[src/rtl/playback_sequencer.sv]
`default_nettype none
// ============================================================================
// playback_sequencer : steps through stored note slots, waits out the memory
//                      read latency and plays each note as a square wave.
// Revision 1.0
// ============================================================================
module playback_sequencer #(
    parameter int unsigned NOTE_CYCLES = 32'd12_500_000,
    parameter int unsigned GAP_CYCLES  = 32'd500_000,
    parameter int unsigned READ_LAT    = 32'd2
) (
    input  logic        clk,
    input  logic        reset,
    input  logic        start,
    input  logic        stop,
    input  logic [4:0]  num_notes,
    input  logic [31:0] freq_in,
    output logic        ld_play,
    output logic [3:0]  note_counter,
    output logic        busy,
    output logic        note_valid,
    output logic        done,
    output logic        audio_out
);

    typedef enum logic [2:0] {
        S_IDLE = 3'd0,
        S_ADDR = 3'd1,
        S_WAIT = 3'd2,
        S_PLAY = 3'd3,
        S_GAP  = 3'd4,
        S_FIN  = 3'd5
    } state_t;

    localparam logic [31:0] C_NOTE_LAST = 32'(NOTE_CYCLES - 1);
    localparam logic [31:0] C_WAIT_LAST = 32'(READ_LAT - 1);
    localparam logic [31:0] C_GAP_LAST  = (GAP_CYCLES == 0) ? 32'd0 : 32'(GAP_CYCLES - 1);
    localparam logic        C_HAS_GAP   = (GAP_CYCLES != 0);

    state_t      r_state;
    logic [3:0]  r_last;
    logic [31:0] r_cnt;
    logic [31:0] r_tone_cnt;
    logic [31:0] r_half_period;

    logic w_play_end;
    logic w_advance;

    // r_cnt is shared by WAIT, PLAY and GAP since only one is active at a time
    assign w_play_end = (r_state == S_PLAY) && (r_cnt == C_NOTE_LAST);
    assign w_advance  = (w_play_end && !C_HAS_GAP) ||
                        ((r_state == S_GAP) && (r_cnt == C_GAP_LAST));

    always_ff @(posedge clk) begin
        if (!reset) begin
            r_state       <= S_IDLE;
            r_last        <= 4'd0;
            r_cnt         <= 32'd0;
            r_tone_cnt    <= 32'd0;
            r_half_period <= 32'd0;
            ld_play       <= 1'b0;
            note_counter  <= 4'd0;
            busy          <= 1'b0;
            note_valid    <= 1'b0;
            done          <= 1'b0;
            audio_out     <= 1'b0;
        end else if ((r_state != S_IDLE) && stop) begin
            r_state    <= S_IDLE;
            r_cnt      <= 32'd0;
            r_tone_cnt <= 32'd0;
            ld_play    <= 1'b0;
            busy       <= 1'b0;
            note_valid <= 1'b0;
            done       <= 1'b0;
            audio_out  <= 1'b0;
        end else begin
            done <= 1'b0;
            case (r_state)
                S_IDLE: begin
                    if (start) begin
                        if (num_notes != 5'd0) begin
                            r_last       <= (num_notes > 5'd16) ? 4'd15 : 4'(num_notes - 5'd1);
                            note_counter <= 4'd0;
                            ld_play      <= 1'b1;
                            busy         <= 1'b1;
                            r_state      <= S_ADDR;
                        end else begin
                            done <= 1'b1;
                        end
                    end
                end
                S_ADDR: begin
                    r_cnt   <= 32'd0;
                    r_state <= S_WAIT;
                end
                S_WAIT: begin
                    if (r_cnt == C_WAIT_LAST) begin
                        r_half_period <= freq_in;
                        r_cnt         <= 32'd0;
                        r_tone_cnt    <= 32'd0;
                        audio_out     <= 1'b0;
                        note_valid    <= 1'b1;
                        r_state       <= S_PLAY;
                    end else begin
                        r_cnt <= r_cnt + 32'd1;
                    end
                end
                S_PLAY: begin
                    // a zero half-period is a rest: output held low
                    if (r_half_period == 32'd0) begin
                        audio_out <= 1'b0;
                    end else if (r_tone_cnt == r_half_period - 32'd1) begin
                        r_tone_cnt <= 32'd0;
                        audio_out  <= ~audio_out;
                    end else begin
                        r_tone_cnt <= r_tone_cnt + 32'd1;
                    end
                    if (w_play_end) begin
                        r_cnt      <= 32'd0;
                        note_valid <= 1'b0;
                        audio_out  <= 1'b0;
                        r_state    <= S_GAP;
                    end else begin
                        r_cnt <= r_cnt + 32'd1;
                    end
                end
                S_GAP: begin
                    r_cnt <= r_cnt + 32'd1;
                end
                S_FIN: begin
                    busy    <= 1'b0;
                    r_state <= S_IDLE;
                end
                default: begin
                    r_state <= S_IDLE;
                end
            endcase

            // next-note decision overrides the PLAY/GAP exit chosen above
            if (w_advance) begin
                r_cnt <= 32'd0;
                if (note_counter == r_last) begin
                    done    <= 1'b1;
                    ld_play <= 1'b0;
                    r_state <= S_FIN;
                end else begin
                    note_counter <= note_counter + 4'd1;
                    r_state      <= S_ADDR;
                end
            end
        end
    end

endmodule
`default_nettype wire

[config.mk]
export PLATFORM = sky130hd
export DESIGN_NAME = playback_sequencer
export DESIGN_NICKNAME = d
export VERILOG_FILES = /design/src/rtl/playback_sequencer.sv
export SDC_FILE = /design/constraint.sdc
export NUM_CORES = 1
export LEC_CHECK = 0
export ABC_AREA = 1
export CAP_MARGIN = 5
export CORE_ASPECT_RATIO = 0.75
export CORE_MARGIN = 10
export CORE_UTILIZATION = 60
export DETAILED_ROUTE_END_ITERATION = 8
export PLACE_DENSITY = 0.81
export SYNTH_ARGS = -nofsm -noshare
export SYNTH_HDL_FRONTEND = slang
export SYNTH_SLANG_ARGS = --single-unit
[constraint.sdc]
create_clock -name clk -period 4.8 [get_ports clk]
set_input_delay 1.2 -clock clk [delete_from_list [all_inputs] [get_ports clk]]
set_output_delay 1.2 -clock clk [all_outputs]
set_load 0.005 [all_outputs]
==> run_results.csv, run 1 <==
group,metric,value,unit
hold_path,hold_path.class,"flop to flop",
pwr,power_leakage,3.59,nW
setup_path,worstReg2RegStart,"r_half_period[0]",
hold_path,hp-start,"r_state[1]",
clocking,cts_root_buffer,"clkbuf_16",
finish,diodes,0,
setup_path,crit_path_max_fanout,21,
synth,synth.distinct_cells,42,
hold_path,min_to,"r_state[1]",
drt,wl,20.4,mm
global_route,grt_pass1_wl,34.4,mm
drt,avgViaCountPerCell,5.48,
clocking,post_cts_buffers,0,
setup_path,cp.arrival,3.89,ns
placement,dp_hpwl,16.1,mm
clocking,numCtsBuffers,9,
timing,rsz0062_at_grt,"no",
clocking,clk_pin_slew,0.07,ns
drt,dr_total_vias,7814,
synth,ys_seq_elements,112,
setup_path,reg2reg_depth,15,
synth,avgSynthCellArea,6.26,um^2
synth,synthArstFlopShare,0,%
setup_path,worstSetupEndpointType,"flop",
synth,yosysTopAreaCellShare,29.3,%
clocking,post_cts_resized,0,
synth,synth_flop_cell,"dfxtp_1",
clocking,clock-sinks,112,
floorplan,start_util,61.8,%
synth,seq_area_frac_synth,29.3,%
floorplan,coreArea,0.0124,mm^2
synth,netlist_instances,1223,
drt,drcViolationCount,0,
synth,yosys_warnings,0,
finish,syn_to_final_growth,10.9,%
setup_path,regToRegSetupSlack,1.63,ns
synth,synth_area,0.00766,mm^2
finish,layout-drive-gt1-share,6.26,%
global_route,antenna_found_initial,0,
job,maxCapViolCount,0,
finish,layout_commonest_cell,"nand2_1",
synth,synthTopCellsByArea,"dfxtp_1, nand2_1, nor2_1",
global_route,grt-ovfl-total,0,
drt,wire_per_inst,14.3,um
timing,hold_viol_final,0,
placement,place_congestion,0.955,
global_route,grt_max_degree,65,
floorplan,die_width,150,um
setup_path,startpoint_type,"input port",
timing,fmax,278,MHz
floorplan,dieArea,0.0177,mm^2
clocking,insertion_delay,0.35,ns
floorplan,num_rows,35,
finish,nNetsFinal,1304,
synth,synth_edf_count,0,
timing,drv_slew,0,
timing,setup_tns,0,ns
finish,fin_cells,1427,
pwr,cellPowerDensity,300,mW/mm^2
floorplan,dieHeight,118,um
outcome,status,"complete, no violations",
finish,post-route-util,68.6,%
setup_path,r2r_end,"r_tone_cnt[3]",
clocking,htree_levels,3,
drt,ant_nets,0,
drt,drt_iter0_drc,662,
finish,final_cell_mix,"nand2_1, nor2_1, inv_1",
floorplan,ios,50,
synth,synth_top_area_cell,"dfxtp_1",
setup_path,setup.worst_path.class,"input port to flop",
timing,max_slew_margin,27.1,%
timing,fin_crit_sh,75.0,%
timing,worst_slew_pin_slew,1.09,ns
global_route,grt_pass1_vias,7131,
hold_path,hold_depth,2,
placement,port-buffer-count,49,
pwr,peakVddDrop,0.211,mV
timing,period_needed,3.60,ns
synth,syn_nets,1271,
placement,place_inst,1411,
setup_path,worstPathRequired,5.09,ns
global_route,grt_usage,23.1,%
timing,finalClockSkew,0.00664,ns
clocking,cts.path.max_buffers,2,
drt,dr.pass1.iters,7,
timing,setup_violations,0,
clocking,cts_tree,"yes",
clocking,ctsHoldBuffers,0,
through the flow:
stage | power, mW | hold WS, ns | setup slack (ns) | instance area (um^2)
after detailed placement | 1.82 | 0.476 | 0.889 | 8220
after global routing | 2.70 | 0.535 | 0.878 | 8500
after floorplan | 1.60 | 0.453 | 2.26 | 7660
after global placement | 1.81 | 0.473 | 1.01 | 8220
final | 2.55 | 0.491 | 1.20 | 8500
after CTS | 2.54 | 0.487 | 1.24 | 8500
kinds of logic (layout without fill, tap and decap cells):
kind of cell             count (synthesis)  after routing  synth area share (%)
AO/OA/AOI/OAI                          117            117                  9.28
buffers and inverters                  209            247                  10.8
AND/OR/NAND/NOR                        715            715                  42.3
XOR/XNOR                                63             63                  7.20
flip-flops                             112            112                  29.3
adder cells (fa/ha/maj)                  7              7                  1.14
worst max path at each step:
stage               startpoint         to  depth (start not counted)
floorplan                reset  r_cnt[25]                          9
global placement         reset  r_cnt[17]                         10
detailed placement       reset  r_cnt[17]                         10
CTS                      reset  r_cnt[17]                         10
global route             reset  r_cnt[28]                         10
finish                   reset  r_cnt[17]                         10
Yosys cell counts, types with 3 or more instances:
cell and instances:
a21oi_1 37, o21ai_0 30, inv_1 172, nor3_1 41, clkinv_1 3, xor2_1 36
nand2_1 280, nor3b_1 3, a211oi_1 34, nand3_2 3, ha_1 7, nand3_1 87
nand2_2 11, dfxtp_1 112, nand2_4 4, nor4_1 8, nand4_1 33, inv_2 5
xnor2_1 27, buf_2 4, nor2_1 193, clkbuf_1 19, nand3b_1 9, o211ai_1 6
nor2_4 5, nor2_2 28, buf_6 5
routing by layer:
| metal | track usage (%) | wire [um] | vias to the layer above |
|---|---|---|---|
| li1 | - | - | 3978 |
| met1 | 34.3 | 10200 | 3544 |
| met2 | 32.7 | 8180 | 276 |
| met3 | 5.88 | 1860 | 16 |
| met4 | 4.30 | 173 | 0 |
| met5 | 0 | 0 | - |
report_power, final:
group	internal (mW)	leakage [nW]	total, mW	switching (mW)
Clock	0.370	0.133	0.733	0.362
Combinational	0.249	2.56	0.805	0.556
Sequential	0.971	0.904	1.01	0.0441
Total	1.59	3.59	2.55	0.963
critical path, stage by stage:
cell and delay, ns:
clkdlybuf4s50_1 0.59, clkinv_1 0.12, nor2_1 0.12, buf_4 0.15, inv_1 0.22, nor2_1 0.27, nand2_1 0.48, inv_1 0.42
o21ai_0 0.17, a21oi_1 0.13
registers in the layout, summed over array words and instances (netlist names):
register,flops
r_half_period,32
busy,1
note_counter,4
audio_out,1
ld_play,1
r_last,4
r_state,3
done,1
note_valid,1
r_cnt,32
r_tone_cnt,32
area by class of cell:
| cell class | count | area (um^2) |
|---|---|---|
| clock inverter | 5 | 37.5 |
| fill | 1120 | 3890 |
| clock buffer | 11 | 243 |
| timing repair buffer | 51 | 505 |
| multi-input combinational | 902 | 4590 |
| sequential | 112 | 2240 |
| tap | 166 | 208 |
| inverter | 180 | 676 |
Note: power is estimated with default switching activity, not from simulation.
==> run 2, diff against run 1 <==
- clock period: 4.8 -> 3.4 ns (I/O delays scaled with it)
==> run_results.csv, run 2 (synthesis results as in run 1) <==
group,metric,value,unit
outcome,status,"complete, no violations",
setup_path,reg2reg_depth,15,
floorplan,ios,50,
finish,layout_commonest_cell,"nand2_1",
finish,reg_top3,"r_cnt: 32 flops, r_half_period: 32 flops, r_tone_cnt: 32 flops",
clocking,clock-sinks,112,
floorplan,start_util,61.8,%
setup_path,crit_family,"simple AND/OR/NAND/NOR gates",
clocking,cts.path.max_buffers,2,
hold_path,hp-start,"note_valid",
clocking,clk_pin_slew,0.08,ns
pwr,cellPowerDensity,428,mW/mm^2
clocking,post_cts_buffers,0,
global_route,grt_usage,24.8,%
timing,drv_slew,0,
global_route,grt_pass1_vias,7157,
drt,wire_per_inst,15.4,um
setup_path,worstSetupEndpointType,"flop",
timing,whs,0.494,ns
placement,dp_hpwl,17.4,mm
hold_path,hold_path.class,"flop to flop",
finish,nNetsFinal,1310,
clocking,insertion_delay,0.36,ns
timing,worst_slew_pin_slew,1.15,ns
placement,port-buffer-count,49,
hold_path,hold_depth,2,
finish,diodes,0,
floorplan,dieArea,0.0177,mm^2
timing,finalClockSkew,0.00999,ns
setup_path,cp.arrival,3.27,ns
setup_path,critPathMostFrequentCell,"nand2_2",
timing,setup_violations,0,
drt,avgViaCountPerCell,5.45,
clocking,numCtsBuffers,9,
setup_path,worstReg2RegStart,"r_half_period[0]",
setup_path,cpPeakStageDelay,0.47,ns
global_route,grt_max_degree,65,
drt,wl,22.0,mm
job,maxCapViolCount,0,
timing,hold_viol_final,0,
clocking,cts_root_buffer,"clkbuf_16",
setup_path,crit_chain,"inv_1 > ha_1 > nand2_4 > nor2_8 > nand2_4 > nor2_1 > nand2_1 > nand3_1 > nand2_2 > nor3_4 > nand3_2 > nand2_2 > nand2_2 > nand2_2 > nor2_2",
floorplan,dieHeight,118,um
finish,final_cell_mix,"nand2_1, nor2_1, inv_1",
drt,ant_nets,0,
finish,final_area,0.00854,mm^2
floorplan,die_width,150,um
setup_path,r2r_end,"r_tone_cnt[8]",
drt,drcViolationCount,0,
setup_path,worstPathRequired,3.63,ns
drt,dr_total_vias,7807,
setup_path,cp_slowest_cell,"nand2_2",
pwr,peakVddDrop,0.310,mV
finish,syn_to_final_growth,11.5,%
pwr,power_leakage,3.63,nW
finish,post-route-util,68.9,%
setup_path,setup.worst_path.class,"flop to flop",
timing,period_needed,3.04,ns
clocking,htree_levels,3,
timing,setup_tns,0,ns
setup_path,startpoint_type,"flop",
floorplan,coreArea,0.0124,mm^2
clocking,cts_tree,"yes",
timing,rsz0062_at_grt,"no",
placement,place_inst,1417,
finish,fill_cells,1148,
finish,layout-drive-gt1-share,6.71,%
floorplan,num_rows,35,
drt,drt_iter0_drc,810,
global_route,grt-ovfl-total,0,
clocking,post_cts_resized,0,
setup_path,regToRegSetupSlack,0.36,ns
timing,fmax,329,MHz
finish,fin_cells,1433,
drt,dr.pass1.iters,6,
setup_path,path_buf_inv,1,
global_route,grt_pass1_wl,36.3,mm
placement,place_congestion,1.01,
hold_path,min_to,"note_valid",
clocking,ctsHoldBuffers,0,
global_route,antenna_found_initial,0,
placement,place_area,0.00826,mm^2
timing,fin_crit_sh,89.4,%
setup_path,crit_path_max_fanout,20,
timing,max_slew_margin,23.5,%
## run 2: worst min-delay path, stage by stage, from the launching register on
cell	delay [ns]
dfxtp_1	0.32
inv_1	0.06
a221oi_1	0.06
## run 2: worst max path at each step
stage                startpoint  cells after the start              to
5_1_grt        r_half_period[0]                     15  r_tone_cnt[17]
3_3_place_gp   r_half_period[0]                     15   r_tone_cnt[0]
6_report       r_half_period[0]                     15   r_tone_cnt[8]
2_1_floorplan  r_half_period[0]                     17   r_tone_cnt[4]
4_1_cts        r_half_period[0]                     15   r_tone_cnt[8]
3_5_place_dp   r_half_period[0]                     15   r_tone_cnt[0]
## run 2: routing by layer
layer	track usage (%)	vias to the layer above	routed length (um)
met5	0	-	0
met4	4.67	0	254
met3	7.30	24	2370
met2	33.7	316	8600
met1	37.2	3483	10800
li1	-	3984	-
## run 2: layout make-up
type                    instances  area [um^2]  area share, %
well taps                     166          208           2.43
inverters                     180          676           7.91
flip-flops and latches        112         2240           26.2
clock buffers                  10          229           2.68
multi-input cells             902         4590           53.7
clock inverters                 6         50.0          0.586
repair buffers                 57          551           6.44
## run 2: where the power goes
part           internal [mW]  total (mW)  switching (mW)
Clock                  0.510        1.05           0.537
Sequential              1.37        1.43          0.0602
Combinational          0.391        1.18           0.787
Total                   2.27        3.65            1.38
## run 2: per-stage QoR
stage / power (mW) / worst slack, ns
after global placement: 2.61 / 0.547
after global routing: 3.86 / 0.103
after detailed placement: 2.61 / 0.430
after floorplan: 2.26 / 1.14
final: 3.65 / 0.359
after CTS: 3.65 / 0.398
